`src/rtl/led_pattern_decoder_if.sv`:
```
// Bus bundle between an LED frame source and the pattern decoder.
//   clear       : synchronous restart of the decoder
//   led_in      : observed 8-bit LED frame
//   pattern_id  : decoded pattern family (0 NONE .. 6 BOUNCE)
//   locked      : pattern_id / step_period are valid
//   step_period : cycles per frame of the locked pattern
//   step_valid  : one-cycle pulse per classified transition
//   static_det  : frame has not changed for the full counter range
// master drives frames (source / bench), slave is the decoder.
interface led_pattern_decoder_if #(
  parameter int unsigned PERIOD_W = 24
);
  logic                clear;
  logic [7:0]          led_in;
  logic [2:0]          pattern_id;
  logic                locked;
  logic [PERIOD_W-1:0] step_period;
  logic                step_valid;
  logic                static_det;

  modport master (
    output clear, led_in,
    input  pattern_id, locked, step_period, step_valid, static_det
  );

  modport slave (
    input  clear, led_in,
    output pattern_id, locked, step_period, step_valid, static_det
  );
endinterface

```
`src/rtl/led_pattern_decoder.sv`:
```
// LED pattern decoder: watches an 8-bit LED bus, classifies every frame
// transition (INV/SHL/SHR/INC/DEC), and locks onto a pattern family and its
// step period once enough consecutive transitions agree.
// Ports:
//   clk_10MHz : system clock (same domain as the LED source, no synchronizer)
//   rst       : asynchronous active-high reset
//   bus       : led_pattern_decoder_if.slave (clear, led_in in; results out)
// All outputs are registered and lag a led_in change by two clocks.
module led_pattern_decoder #(
  parameter int unsigned PERIOD_W   = 24,
  parameter int unsigned LOCK_COUNT = 4
) (
  input logic                  clk_10MHz,
  input logic                  rst,
  led_pattern_decoder_if.slave bus
);

  // Lock threshold held in a 4-bit match counter; legal range is 2..15.
  localparam int unsigned MATCH_W  = 4;
  localparam int unsigned LOCK_CLP = (LOCK_COUNT < 2)  ? 2 :
                                     (LOCK_COUNT > 15) ? 15 : LOCK_COUNT;
  localparam logic [MATCH_W-1:0]  LOCK_M  = MATCH_W'(LOCK_CLP);
  localparam logic [PERIOD_W-1:0] CNT_MAX = '1;

  typedef enum logic [1:0] {
    ST_IDLE,
    ST_FIRST,
    ST_TRACK,
    ST_LOCKED
  } state_e;

  typedef enum logic [2:0] {
    PAT_NONE   = 3'd0,
    PAT_SHL    = 3'd1,
    PAT_SHR    = 3'd2,
    PAT_INC    = 3'd3,
    PAT_DEC    = 3'd4,
    PAT_INV    = 3'd5,
    PAT_BOUNCE = 3'd6,
    PAT_RSVD   = 3'd7
  } pat_e;

  // Transition class, first match wins; PAT_NONE stands for OTHER.
  function automatic pat_e classify(input logic [7:0] p, input logic [7:0] c);
    logic [7:0] p_inc;
    logic [7:0] p_dec;
    p_inc = p + 8'd1;
    p_dec = p - 8'd1;
    if (c == ~p)                     return PAT_INV;
    else if (c == {p[6:0], p[7]})    return PAT_SHL;
    else if (c == {p[0], p[7:1]})    return PAT_SHR;
    else if (c == p_inc)             return PAT_INC;
    else if (c == p_dec)             return PAT_DEC;
    else                             return PAT_NONE;
  endfunction

  // Registered state
  state_e              state_q,  state_nxt;
  logic [7:0]          cur_q,    cur_nxt;
  logic [7:0]          prev_q,   prev_nxt;
  logic [PERIOD_W-1:0] cnt_q,    cnt_nxt;
  pat_e                cand_q,   cand_nxt;
  logic [PERIOD_W-1:0] per_q,    per_nxt;
  logic [MATCH_W-1:0]  match_q,  match_nxt;
  pat_e                pid_q,    pid_nxt;
  logic                lock_q,   lock_nxt;
  logic [PERIOD_W-1:0] sp_q,     sp_nxt;
  logic                sv_q,     sv_nxt;
  logic                stat_q,   stat_nxt;

  // Combinational helpers
  logic                change_c;
  pat_e                cls_c;
  logic [PERIOD_W-1:0] period_c;
  logic                opposite_c;
  logic                consistent_c;
  logic [MATCH_W-1:0]  match_inc_c;

  assign change_c = (cur_q != prev_q);
  assign cls_c    = classify(prev_q, cur_q);
  assign period_c = cnt_q + PERIOD_W'(1);

  // A shift in the opposite direction of a shift candidate means bounce.
  assign opposite_c = ((cand_q == PAT_SHL) && (cls_c == PAT_SHR)) ||
                      ((cand_q == PAT_SHR) && (cls_c == PAT_SHL));

  assign consistent_c = (period_c == per_q) && (cls_c != PAT_NONE) &&
                        (cand_q != PAT_NONE) &&
                        ((cls_c == cand_q) || opposite_c ||
                         ((cand_q == PAT_BOUNCE) &&
                          ((cls_c == PAT_SHL) || (cls_c == PAT_SHR))));

  assign match_inc_c = (match_q >= LOCK_M) ? LOCK_M : match_q + MATCH_W'(1);

  // State register
  always_ff @(posedge clk_10MHz or posedge rst) begin
    if (rst) begin
      state_q <= ST_IDLE;
      cur_q   <= 8'h00;
      prev_q  <= 8'h00;
      cnt_q   <= '0;
      cand_q  <= PAT_NONE;
      per_q   <= '0;
      match_q <= '0;
      pid_q   <= PAT_NONE;
      lock_q  <= 1'b0;
      sp_q    <= '0;
      sv_q    <= 1'b0;
      stat_q  <= 1'b0;
    end else begin
      state_q <= state_nxt;
      cur_q   <= cur_nxt;
      prev_q  <= prev_nxt;
      cnt_q   <= cnt_nxt;
      cand_q  <= cand_nxt;
      per_q   <= per_nxt;
      match_q <= match_nxt;
      pid_q   <= pid_nxt;
      lock_q  <= lock_nxt;
      sp_q    <= sp_nxt;
      sv_q    <= sv_nxt;
      stat_q  <= stat_nxt;
    end
  end

  // Next-state and output logic
  always_comb begin
    state_nxt = state_q;
    cur_nxt   = bus.led_in;
    prev_nxt  = prev_q;
    cnt_nxt   = cnt_q;
    cand_nxt  = cand_q;
    per_nxt   = per_q;
    match_nxt = match_q;
    pid_nxt   = pid_q;
    lock_nxt  = lock_q;
    sp_nxt    = sp_q;
    sv_nxt    = 1'b0;
    stat_nxt  = stat_q;

    if (bus.clear) begin
      // Synchronous restart to the reset image.
      state_nxt = ST_IDLE;
      cur_nxt   = 8'h00;
      prev_nxt  = 8'h00;
      cnt_nxt   = '0;
      cand_nxt  = PAT_NONE;
      per_nxt   = '0;
      match_nxt = '0;
      pid_nxt   = PAT_NONE;
      lock_nxt  = 1'b0;
      sp_nxt    = '0;
      stat_nxt  = 1'b0;
    end else if (change_c) begin
      prev_nxt = cur_q;
      cnt_nxt  = '0;
      stat_nxt = 1'b0;
      case (state_q)
        // Interval since reset/static is not a real period: just arm.
        ST_IDLE: begin
          state_nxt = ST_FIRST;
        end
        ST_FIRST: begin
          sv_nxt    = 1'b1;
          cand_nxt  = cls_c;
          per_nxt   = period_c;
          match_nxt = MATCH_W'(1);
          state_nxt = ST_TRACK;
        end
        default: begin
          sv_nxt = 1'b1;
          if (consistent_c) begin
            cand_nxt  = opposite_c ? PAT_BOUNCE : cand_q;
            match_nxt = match_inc_c;
            if (match_inc_c == LOCK_M) begin
              state_nxt = ST_LOCKED;
              lock_nxt  = 1'b1;
              pid_nxt   = opposite_c ? PAT_BOUNCE : cand_q;
              sp_nxt    = per_q;
            end
          end else begin
            // Restart tracking from this transition; step_period keeps
            // the last locked value.
            cand_nxt  = cls_c;
            per_nxt   = period_c;
            match_nxt = MATCH_W'(1);
            lock_nxt  = 1'b0;
            pid_nxt   = PAT_NONE;
            state_nxt = ST_TRACK;
          end
        end
      endcase
    end else begin
      // Saturating period counter; reaching the top means the bus is static.
      cnt_nxt = (cnt_q == CNT_MAX) ? cnt_q : cnt_q + PERIOD_W'(1);
      if (cnt_nxt == CNT_MAX) begin
        stat_nxt  = 1'b1;
        lock_nxt  = 1'b0;
        pid_nxt   = PAT_NONE;
        cand_nxt  = PAT_NONE;
        match_nxt = '0;
        state_nxt = ST_IDLE;
      end
    end
  end

  assign bus.pattern_id  = pid_q;
  assign bus.locked      = lock_q;
  assign bus.step_period = sp_q;
  assign bus.step_valid  = sv_q;
  assign bus.static_det  = stat_q;

endmodule

```
`src/flat_wrapper.sv`:
```
// flat-port wrapper written by rule: the top's interface ports become plain ports
module led_pattern_decoder_flat 
#(
  parameter int unsigned PERIOD_W   = 24,
  parameter int unsigned LOCK_COUNT = 4
)
  (clk_10MHz, rst, bus_clear, bus_led_in, bus_pattern_id, bus_locked, bus_step_period, bus_step_valid, bus_static_det);
  led_pattern_decoder_if #(.PERIOD_W(PERIOD_W)) bus_i ();
  input logic clk_10MHz;
  input logic rst;
  input wire logic [$bits(bus_i.clear)-1:0] bus_clear;
  input wire logic [$bits(bus_i.led_in)-1:0] bus_led_in;
  output wire logic [$bits(bus_i.pattern_id)-1:0] bus_pattern_id;
  output wire logic [$bits(bus_i.locked)-1:0] bus_locked;
  output wire logic [$bits(bus_i.step_period)-1:0] bus_step_period;
  output wire logic [$bits(bus_i.step_valid)-1:0] bus_step_valid;
  output wire logic [$bits(bus_i.static_det)-1:0] bus_static_det;
  assign bus_i.clear = bus_clear;
  assign bus_i.led_in = bus_led_in;
  assign bus_pattern_id = bus_i.pattern_id;
  assign bus_locked = bus_i.locked;
  assign bus_step_period = bus_i.step_period;
  assign bus_step_valid = bus_i.step_valid;
  assign bus_static_det = bus_i.static_det;
  led_pattern_decoder #(.PERIOD_W(PERIOD_W), .LOCK_COUNT(LOCK_COUNT)) u_core (.clk_10MHz(clk_10MHz), .rst(rst), .bus(bus_i));
endmodule
```
`config.mk`:
```
export PLATFORM = sky130hd
export DESIGN_NAME = led_pattern_decoder_flat
export DESIGN_NICKNAME = d
export VERILOG_FILES = /design/src/rtl/led_pattern_decoder_if.sv /design/src/rtl/led_pattern_decoder.sv /design/src/flat_wrapper.sv
export SDC_FILE = /design/constraint.sdc
export NUM_CORES = 1
export LEC_CHECK = 0
export CAP_MARGIN = 10
export CORE_UTILIZATION = 40
export CTS_CLUSTER_DIAMETER = 30
export DETAILED_ROUTE_END_ITERATION = 7
export PLACE_DENSITY = 0.56
export SLEW_MARGIN = 0
export SYNTH_ARGS = -nofsm -noshare
export SYNTH_HDL_FRONTEND = slang
export SYNTH_SLANG_ARGS = --single-unit
```
`constraint.sdc`:
```
create_clock -name clk_10MHz -period 3.6 [get_ports clk_10MHz]
set_clock_uncertainty 0.05 [all_clocks]
set_input_delay 0.72 -clock clk_10MHz [delete_from_list [all_inputs] [get_ports clk_10MHz]]
set_output_delay 0.72 -clock clk_10MHz [all_outputs]
set_load 0.1 [all_outputs]
```
==> flow_metrics.tcl <==
set metrics [dict create \
    status "finished, final reports clean" \
    clk_pin_slew_ns 0.07 \
    power.net_switching_mw 0.656 \
    r2r-end "u_core.bus.step_period[8]" \
    syn_avg_cell_area_um2 9.06 \
    dp_hpwl_mm 13.4 \
    start_util_pct 40.8 \
    fmax_mhz 278 \
    netlist_area_um2 6190 \
    totalWireLength_mm 19.0 \
    clkSinkCount 103 \
    groute.usage.overall_pct 23.9 \
    holdCritPathClass "reg -> reg" \
    grt.overflow.total 0 \
    tightestPinTransition_ns 0.981 \
    ys_types 71 \
    seq_area_um2 2580 \
    yosysTopAreaCell "dfrtp_1" \
    antenna_cells 0 \
    initialDrtViolationCount 553 \
    relSlewSlack_pct 34.4 \
    crit_fanout 7 \
    reg2reg_from "u_core.cnt_q[1]" \
    drive_gt1_share_pct 19.0 \
    avgViaCountPerCell 5.95 \
    clk_path_buf_depth 2 \
    p_comb_share_pct 12.3 \
    num_io_pins 41 \
    grt_pass1_vias 5341 \
    internal_power_mw 1.84 \
    grt_first_pass_wirelength_mm 29.5 \
    synth_seq_cells 103 \
    crit_path_start_kind "register" \
    rows 45 \
    post-route-period-util_pct 99.8 \
    cp.arrival_ns 3.84 \
    fin_crit_ns 3.59 \
    swShare_pct 26.3 \
    worstSkewPairLatency_ns 0.36 \
    coreArea_um2 15100 \
    drcViolationCount 0 \
    area_growth_pct 27.1 \
    synth_edf_count 0 \
    post_drt_wl_per_cell_um 19.8 \
    synth_ff_type "dfrtp_1" \
    yosysTopAreaCellShare_pct 41.7 \
    crit_required_ns 3.84 \
    die_y_um 126 \
    cp-end-kind "register" \
    antenna_found_initial 0 \
    multi_input_area_um2 3540 \
    synthCells 683 \
    cts_root_buffer "clkbuf_16" \
    cts_htree_levels 3 \
    port_buffers 40 \
    post_dp_cell_area_um2 7200 \
    ant_nets 0 \
    r2r_setup_slack_ns 0.005 \
    rr_worst_depth 12 \
    route.vias.total 5729 \
    powerDensity_nw_per_um2 317 \
    worst_hold_slack_ns 0.436 \
    synthArstFlopShare_pct 100 \
    setup_violations 0 \
    synth_warnings 0 \
    syn-num-nets 698 \
    routabilityCongestion 0.942 \
    finalHoldViolations 0 \
    grt_max_degree 53 \
    dieArea_um2 16000 \
    cp-endpoint "u_core.bus.step_period[8]" \
    p_seq_share_pct 48.6 \
    first_pass_iters 5 \
    peakVddDrop_mv 0.192 \
    crit_start "u_core.cnt_q[1]" \
    p_leak_nw 3.24 \
    die_x_um 126 \
    nets 785 \
    cts_buffers 9 \
    maxCapViolCount 0 \
    nFillCells 1390 \
    pwr-share-clk_pct 39.1 \
    rsz0062_at_grt "true" \
    ys_seq_area_share_pct 41.7 \
    ys_top_cells_by_area "dfrtp_1 (42%), xnor2_1 (7.5%), a22o_1 (3.5%)" \
    cts_tree "done" \
    postCtsHoldBufs 0 \
    worstSetupPathType "reg -> reg" \
    final_area_um2 7860 \
    drv_slew 0 \
]
## cell usage in the layout, fill, tap and decap left out, types with 5 or more instances in the layout
cell / instances
nand2_1: 57
nand4_1: 24
xnor2_1: 50
a21oi_1: 36
inv_1: 19
nand2b_1: 9
nor2_1: 38
or2_2: 5
dfrtp_1: 101
xor2_1: 22
nor2b_1: 23
o21ai_0: 39
nor4_1: 6
nor3_1: 16
clkbuf_16: 11
clkdlybuf4s50_1: 39
a22o_1: 25
and3_1: 7
nor4_2: 6
nand3_1: 31
buf_4: 78
## worst min-delay path by stage
| stage | startpoint | to | cells past startpoint |
|---|---|---|---|
| after floorplan | u_core.match_q[1] | u_core.match_q[1] | 2 |
| after global placement | u_core.bus.pattern_id[0] | u_core.bus.pattern_id[0] | 2 |
| after detailed placement | u_core.bus.pattern_id[0] | u_core.bus.pattern_id[0] | 2 |
| after CTS | u_core.bus.pattern_id[0] | u_core.bus.pattern_id[0] | 2 |
| after global routing | u_core.bus.step_period[18] | u_core.bus.step_period[18] | 1 |
| final | u_core.bus.pattern_id[0] | u_core.bus.pattern_id[0] | 2 |
## cells by family (layout without fill, tap and decap cells)
kind of cell             after synthesis  after routing  share of synthesized area, %
AND/OR/NAND/NOR                      262            262                          23.0
AO/OA/AOI/OAI                        165            165                          18.3
adder cells (fa/ha/maj)                4              4                         0.809
buffers and inverters                 70            162                          4.94
multiplexers                           2              2                         0.324
flip-flops                           103            103                          41.7
XOR/XNOR                              77             77                          10.9
## area by class of cell
cell class,count,share of cell area [%]
inverters,20,0.986
multi-input cells,510,45.0
repair buffers,126,14.5
clock inverters,6,0.780
flip-flops and latches,103,32.8
well taps,188,2.99
clock buffers,10,2.91
## state kept, by name, indices dropped and copies added (netlist names), 3 cells and up
signal                  count
u_core.bus.pattern_id       3
u_core.per_q               24
u_core.cand_q               3
u_core.bus.step_period     24
u_core.cur_q                8
u_core.cnt_q               24
u_core.match_q              4
u_core.prev_q               8
## layer usage
| metal | global-route usage [%] | vias to the layer above | part of all wire (%) |
|---|---|---|---|
| met4 | 9.78 | 0 | 2.3 |
| met1 | 35.5 | 2837 | 48 |
| met2 | 35.3 | 208 | 44 |
| met5 | 0 | - | 0 |
| met3 | 2.70 | 25 | 5.5 |
| li1 | - | 2659 | - |
## through the flow
step                      std cells  worst slack, ns  power [mW]  TNS, ns  utilization (%)
after floorplan                 683           0.0164        1.42        0                -
after CTS                       951          0.00224        2.51        0             50.0
after global placement          933          -0.0416        1.52   -0.626             47.6
final                           963          0.00546        2.49        0             51.9
after global routing            963           -0.130        2.59    -3.07             51.9
after detailed placement        933           -0.150        1.53    -4.13             47.6
## power by group through the flow
stage	logic, mW	clock network [mW]	registers, mW
after floorplan	0.193	0	1.23
after global placement	0.294	0	1.23
after detailed placement	0.298	0	1.23
after CTS	0.303	0.999	1.21
after global routing	0.338	1.04	1.22
final	0.307	0.974	1.21
## Yosys cell counts (5+ instances only)
library cell	count
nand2b_1	9
nor4_1	13
inv_1	20
dfrtp_1	103
a21oi_1	36
xnor2_1	53
a31oi_1	5
nand2_1	58
nor3_1	18
xor2_1	24
nor2b_1	23
a22o_1	25
or3_1	5
buf_2	10
clkbuf_1	32
or4_1	5
and3_1	7
nor2_1	39
o21ai_0	39
or2_2	5
nand4_1	24
nand3_1	32
## timing repair
item                                    CTS  global route
endpoints found under the setup margin   56            59
setup buffers                             2             9
pin swaps                                 4            35
cloned                                    0             3
gates resized for setup                  14            25
## critical path: stages (launching register included)
cell and delay (ns):
dfrtp_1 0.42, nand4_1 0.21, or3_1 0.44, or3_4 0.35
a32o_1 0.26, a2111o_1 0.36, nor4_2 0.16, nand4_1 0.17
or3b_4 0.46, nor3_4 0.17, buf_6 0.17, clkbuf_16 0.17
a22o_1 0.14
Note: power is estimated with default switching activity, not from simulation.
